--- src/rtl/alu_pkg.sv ---
// Shared definitions for the sequential ALU: opcodes, FSM encoding and the
// step-count rule used by both the controller and the iterative datapath.
package alu_pkg;

  localparam logic [2:0] OP_FWD = 3'b000;
  localparam logic [2:0] OP_ADD = 3'b001;
  localparam logic [2:0] OP_AND = 3'b010;
  localparam logic [2:0] OP_OR  = 3'b011;
  localparam logic [2:0] OP_MUL = 3'b100;
  localparam logic [2:0] OP_LSL = 3'b101;
  localparam logic [2:0] OP_LSR = 3'b110;
  localparam logic [2:0] OP_ROR = 3'b111;

  typedef enum logic [1:0] {
    S_IDLE   = 2'd0,
    S_EXEC   = 2'd1,
    S_FINISH = 2'd2
  } state_t;

  localparam logic [3:0] MUL_STEPS = 4'd8;

  // Zero means the op finishes on the accept edge without entering EXEC.
  function automatic logic [3:0] step_count(input logic [2:0] op,
                                            input logic [7:0] shamt,
                                            input logic [2:0] rot);
    logic [3:0] n;
    n = 4'd0;
    case (op)
      OP_MUL:         n = MUL_STEPS;
      OP_LSL, OP_LSR: n = (shamt >= 8'd8) ? 4'd8 : shamt[3:0];
      OP_ROR:         n = {1'b0, rot};
      default:        n = 4'd0;
    endcase
    return n;
  endfunction

endpackage

--- src/rtl/seq_alu_iter.sv ---
// Iterative datapath: latches operands on load, then performs one
// shift-add multiply step or one 1-bit shift/rotate per clock.
module seq_alu_iter
  import alu_pkg::*;
#(
  parameter int WIDTH   = 8,
  parameter int SHAMT_W = 4
) (
  input  logic             CLK,
  input  logic             RESET,
  input  logic             load,
  input  logic [2:0]       op,
  input  logic [WIDTH-1:0] a,
  input  logic [WIDTH-1:0] b,
  output logic [WIDTH-1:0] result,
  output logic             last_step
);

  logic [2:0]       op_q;
  logic [3:0]       cnt;
  logic [WIDTH-1:0] acc;
  logic [WIDTH-1:0] mcand;
  logic [WIDTH-1:0] mplier;
  logic [WIDTH-1:0] acc_step;
  logic [7:0]       shamt;

  assign shamt = 8'(b[SHAMT_W-1:0]);

  always_comb begin
    acc_step = acc;
    case (op_q)
      OP_MUL:  acc_step = mplier[0] ? (acc + mcand) : acc;
      OP_LSL:  acc_step = {acc[WIDTH-2:0], 1'b0};
      OP_LSR:  acc_step = {1'b0, acc[WIDTH-1:1]};
      OP_ROR:  acc_step = {acc[0], acc[WIDTH-1:1]};
      default: acc_step = acc;
    endcase
  end

  always_ff @(posedge CLK) begin
    if (RESET) begin
      op_q   <= OP_FWD;
      cnt    <= 4'd0;
      acc    <= '0;
      mcand  <= '0;
      mplier <= '0;
    end else if (load) begin
      op_q   <= op;
      cnt    <= step_count(op, shamt, b[2:0]);
      acc    <= (op == OP_MUL) ? '0 : a;
      mcand  <= a;
      mplier <= b;
    end else if (cnt != 4'd0) begin
      // Multiplicand shifts left so only the low WIDTH product bits survive.
      cnt    <= cnt - 4'd1;
      acc    <= acc_step;
      mcand  <= {mcand[WIDTH-2:0], 1'b0};
      mplier <= {1'b0, mplier[WIDTH-1:1]};
    end
  end

  // Value after the step taken on this edge, so the top can capture it
  // on the same edge that enters FINISH.
  assign result    = acc_step;
  assign last_step = (cnt == 4'd1);

endmodule

--- src/rtl/seq_alu.sv ---
// Multi-cycle ALU between the register file read ports and its write port.
// Logic ops finish in one cycle; MUL and shifts iterate one step per clock.
module seq_alu
  import alu_pkg::*;
#(
  parameter int WIDTH   = 8,
  parameter int SHAMT_W = 4
) (
  input  logic             CLK,
  input  logic             RESET,
  input  logic [WIDTH-1:0] DATA1,
  input  logic [WIDTH-1:0] DATA2,
  input  logic [2:0]       SELECT,
  input  logic             START,
  output logic [WIDTH-1:0] RESULT,
  output logic             BUSY,
  output logic             DONE,
  output logic             ZERO,
  output logic [1:0]       STATE_DBG
);

  // Handshake: START is a request whose implicit ready is !BUSY; it is
  // taken only on an edge where both hold, never queued. DONE marks RESULT
  // as new for exactly one cycle and can drive the register-file WRITE.

  state_t           state;
  state_t           state_next;
  logic             accept;
  logic             go_exec;
  logic [3:0]       n_steps;
  logic [7:0]       shamt;
  logic [WIDTH-1:0] single_res;
  logic [WIDTH-1:0] iter_res;
  logic             iter_last;

  assign shamt   = 8'(DATA2[SHAMT_W-1:0]);
  assign n_steps = step_count(SELECT, shamt, DATA2[2:0]);
  assign accept  = (state == S_IDLE) && START;
  assign go_exec = (n_steps != 4'd0);

  // Iterative ops with zero steps fall through to the DATA1 default.
  always_comb begin
    single_res = DATA1;
    case (SELECT)
      OP_FWD:  single_res = DATA2;
      OP_ADD:  single_res = DATA1 + DATA2;
      OP_AND:  single_res = DATA1 & DATA2;
      OP_OR:   single_res = DATA1 | DATA2;
      default: single_res = DATA1;
    endcase
  end

  seq_alu_iter #(
    .WIDTH   (WIDTH),
    .SHAMT_W (SHAMT_W)
  ) u_iter (
    .CLK       (CLK),
    .RESET     (RESET),
    .load      (accept),
    .op        (SELECT),
    .a         (DATA1),
    .b         (DATA2),
    .result    (iter_res),
    .last_step (iter_last)
  );

  always_ff @(posedge CLK) begin
    if (RESET) state <= S_IDLE;
    else       state <= state_next;
  end

  always_comb begin
    state_next = state;
    case (state)
      S_IDLE:   if (START) state_next = go_exec ? S_EXEC : S_FINISH;
      S_EXEC:   if (iter_last) state_next = S_FINISH;
      S_FINISH: state_next = S_IDLE;
      default:  state_next = S_IDLE;
    endcase
  end

  always_ff @(posedge CLK) begin
    if (RESET) begin
      RESULT <= '0;
    end else if (accept && !go_exec) begin
      RESULT <= single_res;
    end else if ((state == S_EXEC) && iter_last) begin
      RESULT <= iter_res;
    end
  end

  assign BUSY      = (state != S_IDLE);
  assign DONE      = (state == S_FINISH);
  assign ZERO      = (RESULT == '0);
  assign STATE_DBG = state;

endmodule

--- config.mk ---
export PLATFORM = sky130hd
export DESIGN_NAME = seq_alu
export DESIGN_NICKNAME = d
export VERILOG_FILES = /design/src/rtl/alu_pkg.sv /design/src/rtl/seq_alu_iter.sv /design/src/rtl/seq_alu.sv
export SDC_FILE = /design/constraint.sdc
export NUM_CORES = 1
export LEC_CHECK = 0
export BUFFER_PORTS_ARGS = -buffer_cell sky130_fd_sc_hd__buf_4
export CORE_ASPECT_RATIO = 0.6
export CORE_UTILIZATION = 30
export CTS_CLUSTER_SIZE = 25
export DETAILED_ROUTE_END_ITERATION = 10
export GPL_TIMING_DRIVEN = 1
export PLACE_DENSITY = 0.49
export SYNTH_ARGS = -nofsm -noshare
export SYNTH_HDL_FRONTEND = slang
export SYNTH_HIERARCHICAL = 1
export SYNTH_SLANG_ARGS = --single-unit
--- constraint.sdc ---
create_clock -name CLK -period 2.2 [get_ports CLK]
set_clock_uncertainty 0.15 [all_clocks]
set_input_delay 0.22 -clock CLK [delete_from_list [all_inputs] [get_ports CLK]]
set_output_delay 0.22 -clock CLK [all_outputs]
set_load 0.05 [all_outputs]
==> metrics.cfg, run 1 <==
[timing]
setup_violations = 5
timing.fmax_mhz = 407
worst_pin_slew_ps = 595
slew_violations = 0
tns_ps = -1100
layout_setup_ws_ps = -259
period_needed_ps = 2460
slew_headroom = 0.603
finalCritPeriodShare = 1.12
rsz0062_at_grt = true
finalHoldViolCount = 0

[routing]
first_pass_iters = 5
drt_iter0_drc = 304
num_vias = 3739
avgRoutedWirePerCell_um = 18.3
drc_errors = 0
viasPerCell = 5.53
drt-total-wl_mm = 12.4
ant_nets = 0

[clocking]
path_clk_slew_ps = 70
cts_tree = done
cts_buffer_depth = 2
postCtsHoldBufs = 0
cts-root-buf = clkbuf_16
htree_levels = 2
cts_buffers = 5
clk_latency_ps = 290
cts_sinks = 41

[worst_setup_path]
timing.reg2reg.setup_slack_ps = -260
crit_type = register to register
cp_slowest_stage_delay_ps = 360
cpMaxStageDelayCell = fa_2
worstSetupEndpointType = register
worstPathArrival_ps = 2470
r2r_end = RESULT[2]
ff2ff_path_depth = 10
start_kind = register
crit_path_max_fanout = 2
crit_family = compound AO/OA/AOI/OAI gates
crit_path_cell_trace = ha_4 -> fa_2 -> buf_4 -> buf_6 -> xor2_2 -> a221o_1 -> a22o_1 -> mux2_2 -> nor2_1 -> a211oi_1
required_ps = 2210
path_buf_inv = 2
r2r-start = u_iter/mcand[0]

[cells_and_area]
nFillCells = 1142
drive_above_1_share = 0.324
mostFrequentLayoutCells = 109 x buf_4, 54 x nor2_1, 51 x nand2_1, 36 x a21oi_1, 33 x dfxtp_1
fin_cells = 676
layout_commonest_cell = buf_4
post-route-util = 0.427
synthToLayoutAreaGrowth_pct = 34.4
diodes = 0
layout.nets = 587

[floorplan]
chipWidth_um = 141
initial_core_util = 0.318
std_cell_rows = 29
fp.dieArea_um2 = 12000
core_um2 = 10900
die_h_um = 85.2
ios = 35

[synth]
synth-seq-cells = 41
synthMuxAreaShare = 0.0308
async_flop_share = 0
syn-num-nets = 495
synth_top_cell_area_share = 0.237
ys_seq_area_frac = 0.237
yosys_most_used_dff = dfxtp_1
ys_top_cells_by_area = dfxtp_1 24%, ha_1 9.4%, nor2_1 6.0%, a21oi_1 5.8%, nand2_1 5.5%
syn_inst = 445
yosys.area.top_type = dfxtp_1
synth_enable_flop_cells = 0
synth_top_family_by_area = compound AO/OA/AOI/OAI gates
syn-mean-instance-area_um2 = 7.77
yosysUniqueCellTypes = 80
yosys.area_share.xor_xnor = 0.0279
synth_fa_ha_area_frac = 0.109
synth-compound-area-share = 0.305
synth_area_um2 = 3460
synthSimpleGateAreaFrac = 0.219
yosysWarnings = 6

[place]
place_ws_ps = -255
io_buffers = 34
gp_congestion = 0.916
dp.cells = 662
hpwl_mm = 9.63

[run_status]
status = finished, violations left
violations = setup timing

[global_routing]
grt_first_pass_wirelength_mm = 19.4
grt_overflow_total = 0
grt_antenna_before_repair = 0
grt_max_degree = 42
track_usage = 0.211
grt_pass1_vias = 3399

[hold_path]
hold_class = input port to register
hold_depth = 3
hp-start = DATA2[7]
min_to = u_iter/mplier[7]

[power]
p_per_area_nw_per_um2 = 878
finalPower_w = 0.00408
p_leak_nw = 2.01
vdd_drop_max_mv = 0.498

[flow_run]
drv_cap = 0

-- cells by family after synthesis --
| family | count (synthesis) |
|---|---|
| xor gates and xnor gates | 11 |
| muxes | 10 |
| adders and majority gates | 29 |
| AOI/OAI and AO/OA | 142 |
| and+or+nand+nor | 157 |
| buffers and inverters | 55 |
| DFF | 41 |
-- synth_stat cells (2+ instances only) --
| master | number |
|---|---|
| xor2_1 | 6 |
| or4_1 | 2 |
| nor2_1 | 55 |
| nand4_1 | 2 |
| o21ai_0 | 19 |
| buf_6 | 3 |
| a22o_1 | 5 |
| nor3b_2 | 2 |
| nor3_1 | 7 |
| clkbuf_1 | 16 |
| inv_1 | 28 |
| dfxtp_1 | 41 |
| mux2_2 | 5 |
| a31oi_1 | 6 |
| a21boi_0 | 2 |
| nand2_1 | 51 |
| fa_1 | 2 |
| ha_1 | 26 |
| nor2b_1 | 2 |
| nand3_1 | 5 |
| buf_2 | 4 |
| o211a_1 | 2 |
| buf_1 | 2 |
| xnor2_1 | 5 |
| nor3b_1 | 3 |
| o211ai_1 | 5 |
| a311oi_1 | 7 |
| a22oi_1 | 3 |
| or2_2 | 2 |
| or3b_2 | 2 |
| a21o_1 | 4 |
| a221o_1 | 3 |
| nand2b_1 | 3 |
| mux2i_1 | 5 |
| a211oi_1 | 11 |
| or3_1 | 3 |
| a21oi_1 | 40 |
| and3_1 | 5 |
| a32oi_1 | 2 |
| o21a_1 | 2 |
| a221oi_1 | 8 |
-- registers in the layout (all words and copies together) (netlist names) --
name and flops:
RESULT 8, u_iter/acc 8, u_iter/mcand 8, u_iter/mplier 8, u_iter/cnt 4, u_iter/op_q 3, STATE_DBG 2
-- worst max-delay path by stage --
stage / cells after the start / from / end / slack [ps]
CTS: 10 / u_iter/mcand[0] / RESULT[6] / -230
detailed placement: 8 / u_iter/mcand[0] / u_iter/acc[6] / -260
floorplan: 10 / u_iter/acc[0] / RESULT[6] / -40
global route: 10 / u_iter/mcand[0] / RESULT[6] / -340
global placement: 10 / u_iter/mcand[0] / RESULT[6] / -190
finish: 10 / u_iter/mcand[0] / RESULT[2] / -260
-- per-layer routing --
metal  part of all wire  track usage  vias up
met5                  0            0        -
met1               0.55        0.346     1769
met2               0.36        0.270      151
met3              0.080       0.0463       16
li1                   -            -     1803
met4             0.0092       0.0356        0
-- worst reg2reg max path: cells and delay by family (launching register included) --
| kind | cells | cell delay [ps] |
|---|---|---|
| muxes | 1 | 260 |
| buffers and inverters | 2 | 250 |
| AOI/OAI and AO/OA | 3 | 600 |
| DFF | 1 | 330 |
| and+or+nand+nor | 1 | 90 |
| adders and majority gates | 2 | 520 |
| xor gates and xnor gates | 1 | 140 |
-- area by class of cell --
type	count	area (um2)	area share
clock buffer	5	125	0.0269
multi-input combinational	349	2530	0.544
clock inverter	2	35.0	0.00754
inverter	28	109	0.0234
timing repair buffer	111	841	0.181
sequential	41	831	0.179
tap	139	174	0.0374
timing repair inverter	1	5.00	0.00108
-- power by group --
part	switching, W	internal (W)	total [W]
Sequential	0.000136	0.000888	0.00102
Clock	0.000326	0.000528	0.000854
Combinational	0.00125	0.000951	0.00220
-- what timing repair did --
action,in CTS,in global routing
setup endpoints to repair,8,18
gates resized for setup,3,29
cloned,0,1
setup buffers,1,5
pin swaps,7,6
-- through the flow --
stage	hold slack (ps)	instance area, um2
2_1_floorplan	141	3490
3_3_place_gp	315	4320
3_5_place_dp	320	4320
4_1_cts	54.4	4490
5_1_grt	76.0	4650
6_report	58.2	4650
(Power assumes the default switching activity.)
==> inputs of run 2 (changes only) <==
--- a/config.mk
+++ b/config.mk
@@ -5,6 +5,7 @@
 export SDC_FILE = /design/constraint.sdc
 export NUM_CORES = 1
 export LEC_CHECK = 0
+export ABC_AREA = 1
 export BUFFER_PORTS_ARGS = -buffer_cell sky130_fd_sc_hd__buf_4
 export CORE_ASPECT_RATIO = 0.6
 export CORE_UTILIZATION = 30
==> metrics.cfg, run 2 <==
[global_routing]
track_usage = 0.208  ; -0.00279
grt_overflow_total = 0  ; unchanged
grt_pass1_vias = 3165  ; -6.9%
grt_first_pass_wirelength_mm = 18.4  ; -5.1%
grt_max_degree = 25  ; -40%
grt_antenna_before_repair = 0  ; unchanged

[timing]
worst_pin_slew_ps = 515  ; -80.0 ps
finalCritPeriodShare = 0.935  ; -0.182
slew_violations = 0  ; unchanged
tns_ps = 0  ; +1100 ps
period_needed_ps = 2060  ; -401 ps
finalHoldViolCount = 0  ; unchanged
setup_violations = 0  ; -5
layout_setup_ws_ps = 142  ; +401 ps
slew_headroom = 0.653  ; +0.0497
timing.fmax_mhz = 486  ; +20%

[clocking]
htree_levels = 2  ; unchanged
cts_buffers = 5  ; unchanged
cts-root-buf = clkbuf_16
cts_buffer_depth = 2  ; unchanged
clk_latency_ps = 290  ; about the same
cts_sinks = 41  ; unchanged
path_clk_slew_ps = 60  ; about the same
cts_tree = done

[power]
power_frac_clock = 0.209  ; about the same
power_frac_seq = 0.312  ; +0.061
p_leak_nw = 1.89  ; -5.9%
p_per_area_nw_per_um2 = 897  ; +2.2%
switching_power_w = 0.00160  ; -6.6%
switching_share = 0.451  ; +0.0311
combPwrFrac = 0.479  ; -0.061
intPower_w = 0.00195  ; -18%
vdd_drop_max_mv = 0.468  ; -5.9%

[synth]
yosysWarnings = 6  ; unchanged
yosysUniqueCellTypes = 44  ; -45%
async_flop_share = 0  ; unchanged
yosys_most_used_dff = dfxtp_1
yosysMostFrequentCell = nand2_1
synth_top_cell_area_share = 0.246  ; +0.00809
synth_common_cells = 115 x nand2_1, 73 x inv_1, 47 x nand3_1, 45 x a21oi_1, 42 x o21ai_0
ys_seq_area_frac = 0.246  ; +0.00809
syn-num-nets = 564  ; +14%
synth_area_um2 = 3340  ; -3.3%
yosys.area.top_type = dfxtp_1
syn_inst = 514  ; +16%
synth-seq-cells = 41  ; unchanged
synth_enable_flop_cells = 0  ; unchanged
ys_top_cells_by_area = dfxtp_1 25%, nand2_1 13%, ha_1 9.7%, inv_1 8.2%, nand3_1 7.0%
syn-mean-instance-area_um2 = 6.50  ; -16%

[routing]
ant_nets = 0  ; unchanged
num_vias = 3635  ; -2.8%
first_pass_iters = 8  ; +3
drc_errors = 6  ; +6
viasPerCell = 5.23  ; -5.4%
drt-total-wl_mm = 11.5  ; -7.0%
avgRoutedWirePerCell_um = 16.6  ; -9.5%
drt_iter0_drc = 392  ; +29%

[worst_setup_path]
crit_family = adder cells
required_ps = 2270  ; +60 ps
cp_slowest_stage_delay_ps = 370  ; about the same
cpMaxStageDelayCell = fa_2
worstPathArrival_ps = 2130  ; -340 ps
worstSetupEndpointType = register
crit_type = register to register
path_common_cell = nand2_2
crit_path_max_fanout = 3  ; +1
crit_path_cell_trace = ha_1 -> fa_2 -> nand2_2 -> nand2_2 -> nand2_2 -> nand2_1 -> nand3_1 -> nand2_1 -> a21boi_2 -> nor2_1 -> nor2_1 -> o21ai_1 -> a21oi_1
path_buf_inv = 0  ; -2
start_kind = register

[floorplan]
chipWidth_um = 138  ; -1.6%
die_h_um = 83.8  ; -1.6%
ios = 35  ; unchanged
initial_core_util = 0.312  ; -0.00525
fp.dieArea_um2 = 11600  ; -3.2%
std_cell_rows = 29  ; unchanged
core_um2 = 10700  ; -1.7%

[cells_and_area]
nFillCells = 1165  ; +2.0%
layout_commonest_cell = nand2_1
layout.nets = 605  ; +3.1%
drive_above_1_share = 0.160  ; -0.164
synthToLayoutAreaGrowth_pct = 18.3
mostFrequentLayoutCells = 113 x nand2_1, 73 x inv_1, 50 x buf_4, 46 x nand3_1, 45 x a21oi_1
diodes = 0  ; unchanged

[hold_path]
hold_class = input port to register

[place]
place_ws_ps = -38.6  ; +217 ps
io_buffers = 34  ; unchanged
gp_congestion = 0.864  ; -5.7%
hpwl_mm = 9.28  ; -3.6%

[flow_run]
drv_cap = 0  ; unchanged

[run_status]
violations = DRC
status = finished, violations left

-- run 2: cell count changes in the layout (fill, tap and decap cells not counted), moves of 7 or more --
| cell | before | now |
|---|---|---|
| a211oi_1 | 10 | 1 |
| a21oi_1 | 36 | 45 |
| a221oi_1 | 8 | 1 |
| a311oi_1 | 7 | 0 |
| a31oi_1 | 5 | 12 |
| buf_4 | 109 | 50 |
| inv_1 | 26 | 73 |
| nand2_1 | 51 | 113 |
| nand3_1 | 5 | 46 |
| nor2_1 | 54 | 22 |
| o21ai_0 | 14 | 41 |
| o22ai_1 | 1 | 8 |
-- run 2: power groups by stage --
stage	sequential, W	clock [W]	combinational, W
3_3_place_gp	0.00111	0	0.00165
3_5_place_dp	0.00111	0	0.00165
4_1_cts	0.00110	0.000753	0.00166
2_1_floorplan	0.00111	0	0.00112
5_1_grt	0.00112	0.000798	0.00189
6_report	0.00111	0.000742	0.00170
-- run 2: stage by stage --
step / power, W / util / hold WS [ps] / cell area, um2 / cells
finish: 0.00355 / 0.369 / 61.5 / 3950 / 695
global route: 0.00381 / 0.369 / 60.8 / 3950 / 695
CTS: 0.00351 / 0.367 / 60.5 / 3930 / 694
detailed placement: 0.00277 / 0.354 / 312 / 3790 / 686
global placement: 0.00276 / 0.354 / 308 / 3790 / 686
floorplan: 0.00223 / - / 139 / 3340 / 514
-- run 2: layout make-up --
cell class	instances	area, um2	share of cell area
Multi-Input combinational cell	376	2130	0.539
Sequential cell	41	823	0.208
Timing Repair Buffer	50	375	0.0949
Inverter	81	309	0.0782
Tap cell	139	174	0.0440
Clock buffer	5	125	0.0316
Clock inverter	3	17.5	0.00443
-- run 2: timing repair --
action,in CTS,in global routing
gates resized for setup,1,8
buffers inserted,0,1
pin swaps,0,1
hold endpoints to repair,0,0
hold buffers,0,0
endpoints found under the setup margin,1,6
-- run 2: path summary, 6_finish.rpt --
kind | startpoint | end | slack [ps] | cells after the start
setup / recovery | u_iter/acc[0] | RESULT[4] | 140 | 13
hold / removal | SELECT[0] | u_iter/op_q[0] | 60 | 3
setup reg to reg | u_iter/acc[0] | RESULT[4] | 140 | 13
hold reg to reg | u_iter/mplier[7] | u_iter/mplier[7] | 320 | 2
-- run 2: routing by layer --
metal	part of all wire	vias to the layer above	GRT usage
li1	-	1804	-
met5	0	-	0
met2	0.33	125	0.238
met4	0.0063	0	0.0358
met3	0.072	8	0.0419
met1	0.59	1698	0.363
-- run 2: worst register-to-register path, delay by kind of cell, from the launching register on --
kind / cells / cell delay (ps)
fa+ha+maj: 2 / 600
compound gates: 3 / 360
simple gates: 8 / 550
flops: 1 / 320
-- run 2: cell families (layout without fill, tap and decap cells) --
logic type | Yosys count | after routing | synth area share
AO/OA/AOI/OAI | 136 | 136 | 0.235
XOR/XNOR | 4 | 4 | 0.0105
adder cells (fa/ha/maj) | 28 | 28 | 0.109
buffers and inverters | 97 | 139 | 0.121
flip-flops | 41 | 41 | 0.246
AND/OR/NAND/NOR | 208 | 208 | 0.278
==> inputs of run 3 (changes only) <==
--- a/config.mk
+++ b/config.mk
@@ -8,6 +8,7 @@
 export ABC_AREA = 1
 export BUFFER_PORTS_ARGS = -buffer_cell sky130_fd_sc_hd__buf_4
 export CORE_ASPECT_RATIO = 0.6
+export CORE_MARGIN = 5
 export CORE_UTILIZATION = 30
 export CTS_CLUSTER_SIZE = 25
 export DETAILED_ROUTE_END_ITERATION = 10
@@ -15,5 +16,4 @@
 export PLACE_DENSITY = 0.49
 export SYNTH_ARGS = -nofsm -noshare
 export SYNTH_HDL_FRONTEND = slang
-export SYNTH_HIERARCHICAL = 1
 export SYNTH_SLANG_ARGS = --single-unit
==> metrics.cfg, run 3 <==
[run_status]
status = finished, final reports clean

[worst_setup_path]
path_common_cell = nand2_1
cp_slowest_stage_delay_ps = 360  ; about the same
required_ps = 2280  ; about the same
start_kind = register
crit_type = register to register
crit_path_max_fanout = 3  ; unchanged
worstSetupEndpointType = register
crit_family = adder cells
worstPathArrival_ps = 2050  ; -80 ps
crit_path_cell_trace = ha_4 -> inv_1 -> fa_2 -> inv_2 -> nand2_1 -> nand2_1 -> nand2_1 -> xnor2_1 -> nor2_1 -> o21bai_1 -> nand3_1 -> nand3_1 -> nand2_1 -> inv_1
path_buf_inv = 3  ; +3
cpMaxStageDelayCell = dfxtp_2

[power]
finalPower_w = 0.00393  ; +11%
p_leak_nw = 1.85  ; -1.9%
p_per_area_nw_per_um2 = 1010  ; +12%
vdd_drop_max_mv = 0.542  ; +16%

[routing]
avgRoutedWirePerCell_um = 16.0  ; -3.4%
drt-total-wl_mm = 11.0  ; -4.6%
drc_errors = 0  ; -6
viasPerCell = 5.09  ; -2.7%
drt_iter0_drc = 353  ; -9.9%
num_vias = 3495  ; -3.9%
ant_nets = 0  ; unchanged
first_pass_iters = 5  ; -3

[cells_and_area]
diodes = 0  ; unchanged
layout.nets = 598  ; -1.2%
layout_commonest_cell = nand2_1
synthToLayoutAreaGrowth_pct = 20.5
drive_above_1_share = 0.144  ; -0.0159
mostFrequentLayoutCells = 132 x nand2_1, 67 x inv_1, 49 x a21oi_1, 49 x buf_4, 39 x dfxtp_1

[timing]
worst_pin_slew_ps = 600  ; +84.3 ps
timing.fmax_mhz = 510  ; +4.9%
period_needed_ps = 1960  ; -96.5 ps
slew_violations = 0  ; unchanged
tns_ps = 0  ; unchanged
rsz0062_at_grt = false
finalHoldViolCount = 0  ; unchanged
setup_violations = 0  ; unchanged
slew_headroom = 0.598  ; -0.0548
finalCritPeriodShare = 0.892  ; -0.0439

[synth]
synthSimpleGateAreaFrac = 0.274  ; -0.00362
ys_seq_area_frac = 0.254  ; +0.00807
synth-compound-area-share = 0.233  ; -0.00270
synth_fa_ha_area_frac = 0.113  ; +0.00359
yosysWarnings = 0  ; -6
async_flop_share = 0  ; unchanged
yosys.area.top_type = dfxtp_1
synth_top_family_by_area = simple AND/OR/NAND/NOR gates
yosysUniqueCellTypes = 39  ; -11%
synth-seq-cells = 41  ; unchanged
syn-mean-instance-area_um2 = 6.37  ; -2.0%
syn-num-nets = 558  ; -1.1%
yosysMostFrequentCell = nand2_1
synthMuxAreaShare = 0  ; unchanged
synth_top_cell_area_share = 0.254  ; +0.00807
yosys_most_used_dff = dfxtp_1
synth_common_cells = 132 x nand2_1, 68 x inv_1, 50 x a21oi_1, 41 x dfxtp_1, 35 x o21ai_0
synth_enable_flop_cells = 0  ; unchanged
synth_area_um2 = 3240  ; -3.2%
syn_inst = 508  ; -1.2%
ys_top_cells_by_area = dfxtp_1 25%, nand2_1 15%, ha_1 10%, inv_1 7.9%, a21oi_1 7.7%
yosys.area_share.xor_xnor = 0.0189  ; +0.00846

[global_routing]
grt_first_pass_wirelength_mm = 17.4  ; -5.4%
grt_pass1_vias = 3193  ; +0.88%
grt_overflow_total = 0  ; unchanged
track_usage = 0.169  ; -0.0395
grt_antenna_before_repair = 0  ; unchanged
grt_max_degree = 24  ; -4.0%

[place]
io_buffers = 34  ; unchanged
gp_congestion = 0.881  ; +2.0%
hpwl_mm = 8.78  ; -5.4%

[clocking]
cts_buffers = 5  ; unchanged
postCtsHoldBufs = 0  ; unchanged
cts_setup_buffers = 0  ; unchanged
cts_sinks = 41  ; unchanged
cts_buffer_depth = 2  ; unchanged
cts_tree = done
htree_levels = 2  ; unchanged
cts-resized-gates = 0  ; -1
path_clk_slew_ps = 60  ; about the same
cts-root-buf = clkbuf_16
clk_latency_ps = 290  ; about the same

[flow_run]
drv_cap = 0  ; unchanged

[floorplan]
chipWidth_um = 144  ; +4.2%
die_h_um = 90.5  ; +8.0%
std_cell_rows = 29  ; unchanged
fp.dieArea_um2 = 13000  ; +13%
ios = 35  ; unchanged
core_um2 = 10600  ; -1.4%
initial_core_util = 0.307  ; -0.00578

[hold_path]
hold_class = input port to register

[run 3: changes by cell type in the layout (fill, tap and decap cells not counted), sizes merged, moves of 6 or more]
cell / before / now
o21ai: 46 / 39
inv: 81 / 73
a31oi: 12 / 18
a21boi: 10 / 0
nand3: 49 / 33
nand2: 118 / 135
[run 3: cell type report]
| type | instances | area (um2) |
|---|---|---|
| fillers | 1156 | 6660 |
| multi-input cells | 376 | 2090 |
| flip-flops and latches | 41 | 826 |
| repair buffers | 50 | 388 |
| inverters | 74 | 278 |
| well taps | 139 | 174 |
| clock buffers | 6 | 139 |
| clock inverters | 1 | 7.51 |
[run 3: where the power goes]
| group | total [W] | internal [W] | leakage, nW | switching (W) |
|---|---|---|---|---|
| clock network | 0.000767 | 0.000446 | 0.0690 | 0.000321 |
| registers | 0.00121 | 0.000985 | 0.339 | 0.000227 |
| logic | 0.00195 | 0.000726 | 1.44 | 0.00123 |
| total | 0.00393 | 0.00216 | 1.85 | 0.00177 |
[run 3: worst paths after layout]
kind	depth (start not counted)	startpoint	end	slack (ps)
worst max-delay path	14	u_iter.mcand[0]	RESULT[4]	240
worst min-delay path	2	RESET	u_iter.mcand[0]	50
worst max register to register	14	u_iter.mcand[0]	RESULT[4]	240
worst min register to register	2	u_iter.mplier[7]	u_iter.mplier[7]	330
[run 3: kinds of logic after synthesis]
logic type	after synthesis
buffers and inverters	91
XOR/XNOR	7
AND/OR/NAND/NOR	210
flip-flops	41
adder cells (fa/ha/maj)	28
AO/OA/AOI/OAI	131
[run 3: through the flow]
| step | cell area (um2) | setup WS, ps | std cells | hold WS, ps | util |
|---|---|---|---|---|---|
| 2_1_floorplan | 3240 | 287 | 508 | 218 | - |
| 3_3_place_gp | 3730 | 118 | 680 | 304 | 0.353 |
| 3_5_place_dp | 3730 | 105 | 680 | 316 | 0.353 |
| 4_1_cts | 3870 | 86.8 | 687 | 46.9 | 0.367 |
| 5_1_grt | 3900 | 26.3 | 687 | 61.2 | 0.369 |
| 6_report | 3900 | 239 | 687 | 51.6 | 0.369 |
[run 3: per-layer routing]
metal	up-vias	track usage	routed length, um
li1	1769	-	-
met3	7	0.0418	924
met5	-	0	0
met2	123	0.200	3840
met4	0	0.0212	56
met1	1596	0.293	6190
[run 3: worst reg2reg max path, stage by stage, from the launching register on]
cell and delay, ps:
dfxtp_2 360, ha_4 140, inv_1 40, fa_2 350, inv_2 70, nand2_1 50, nand2_1 70, nand2_1 70
xnor2_1 130, nor2_1 60, o21bai_1 170, nand3_1 90, nand3_1 70, nand2_1 50, inv_1 40
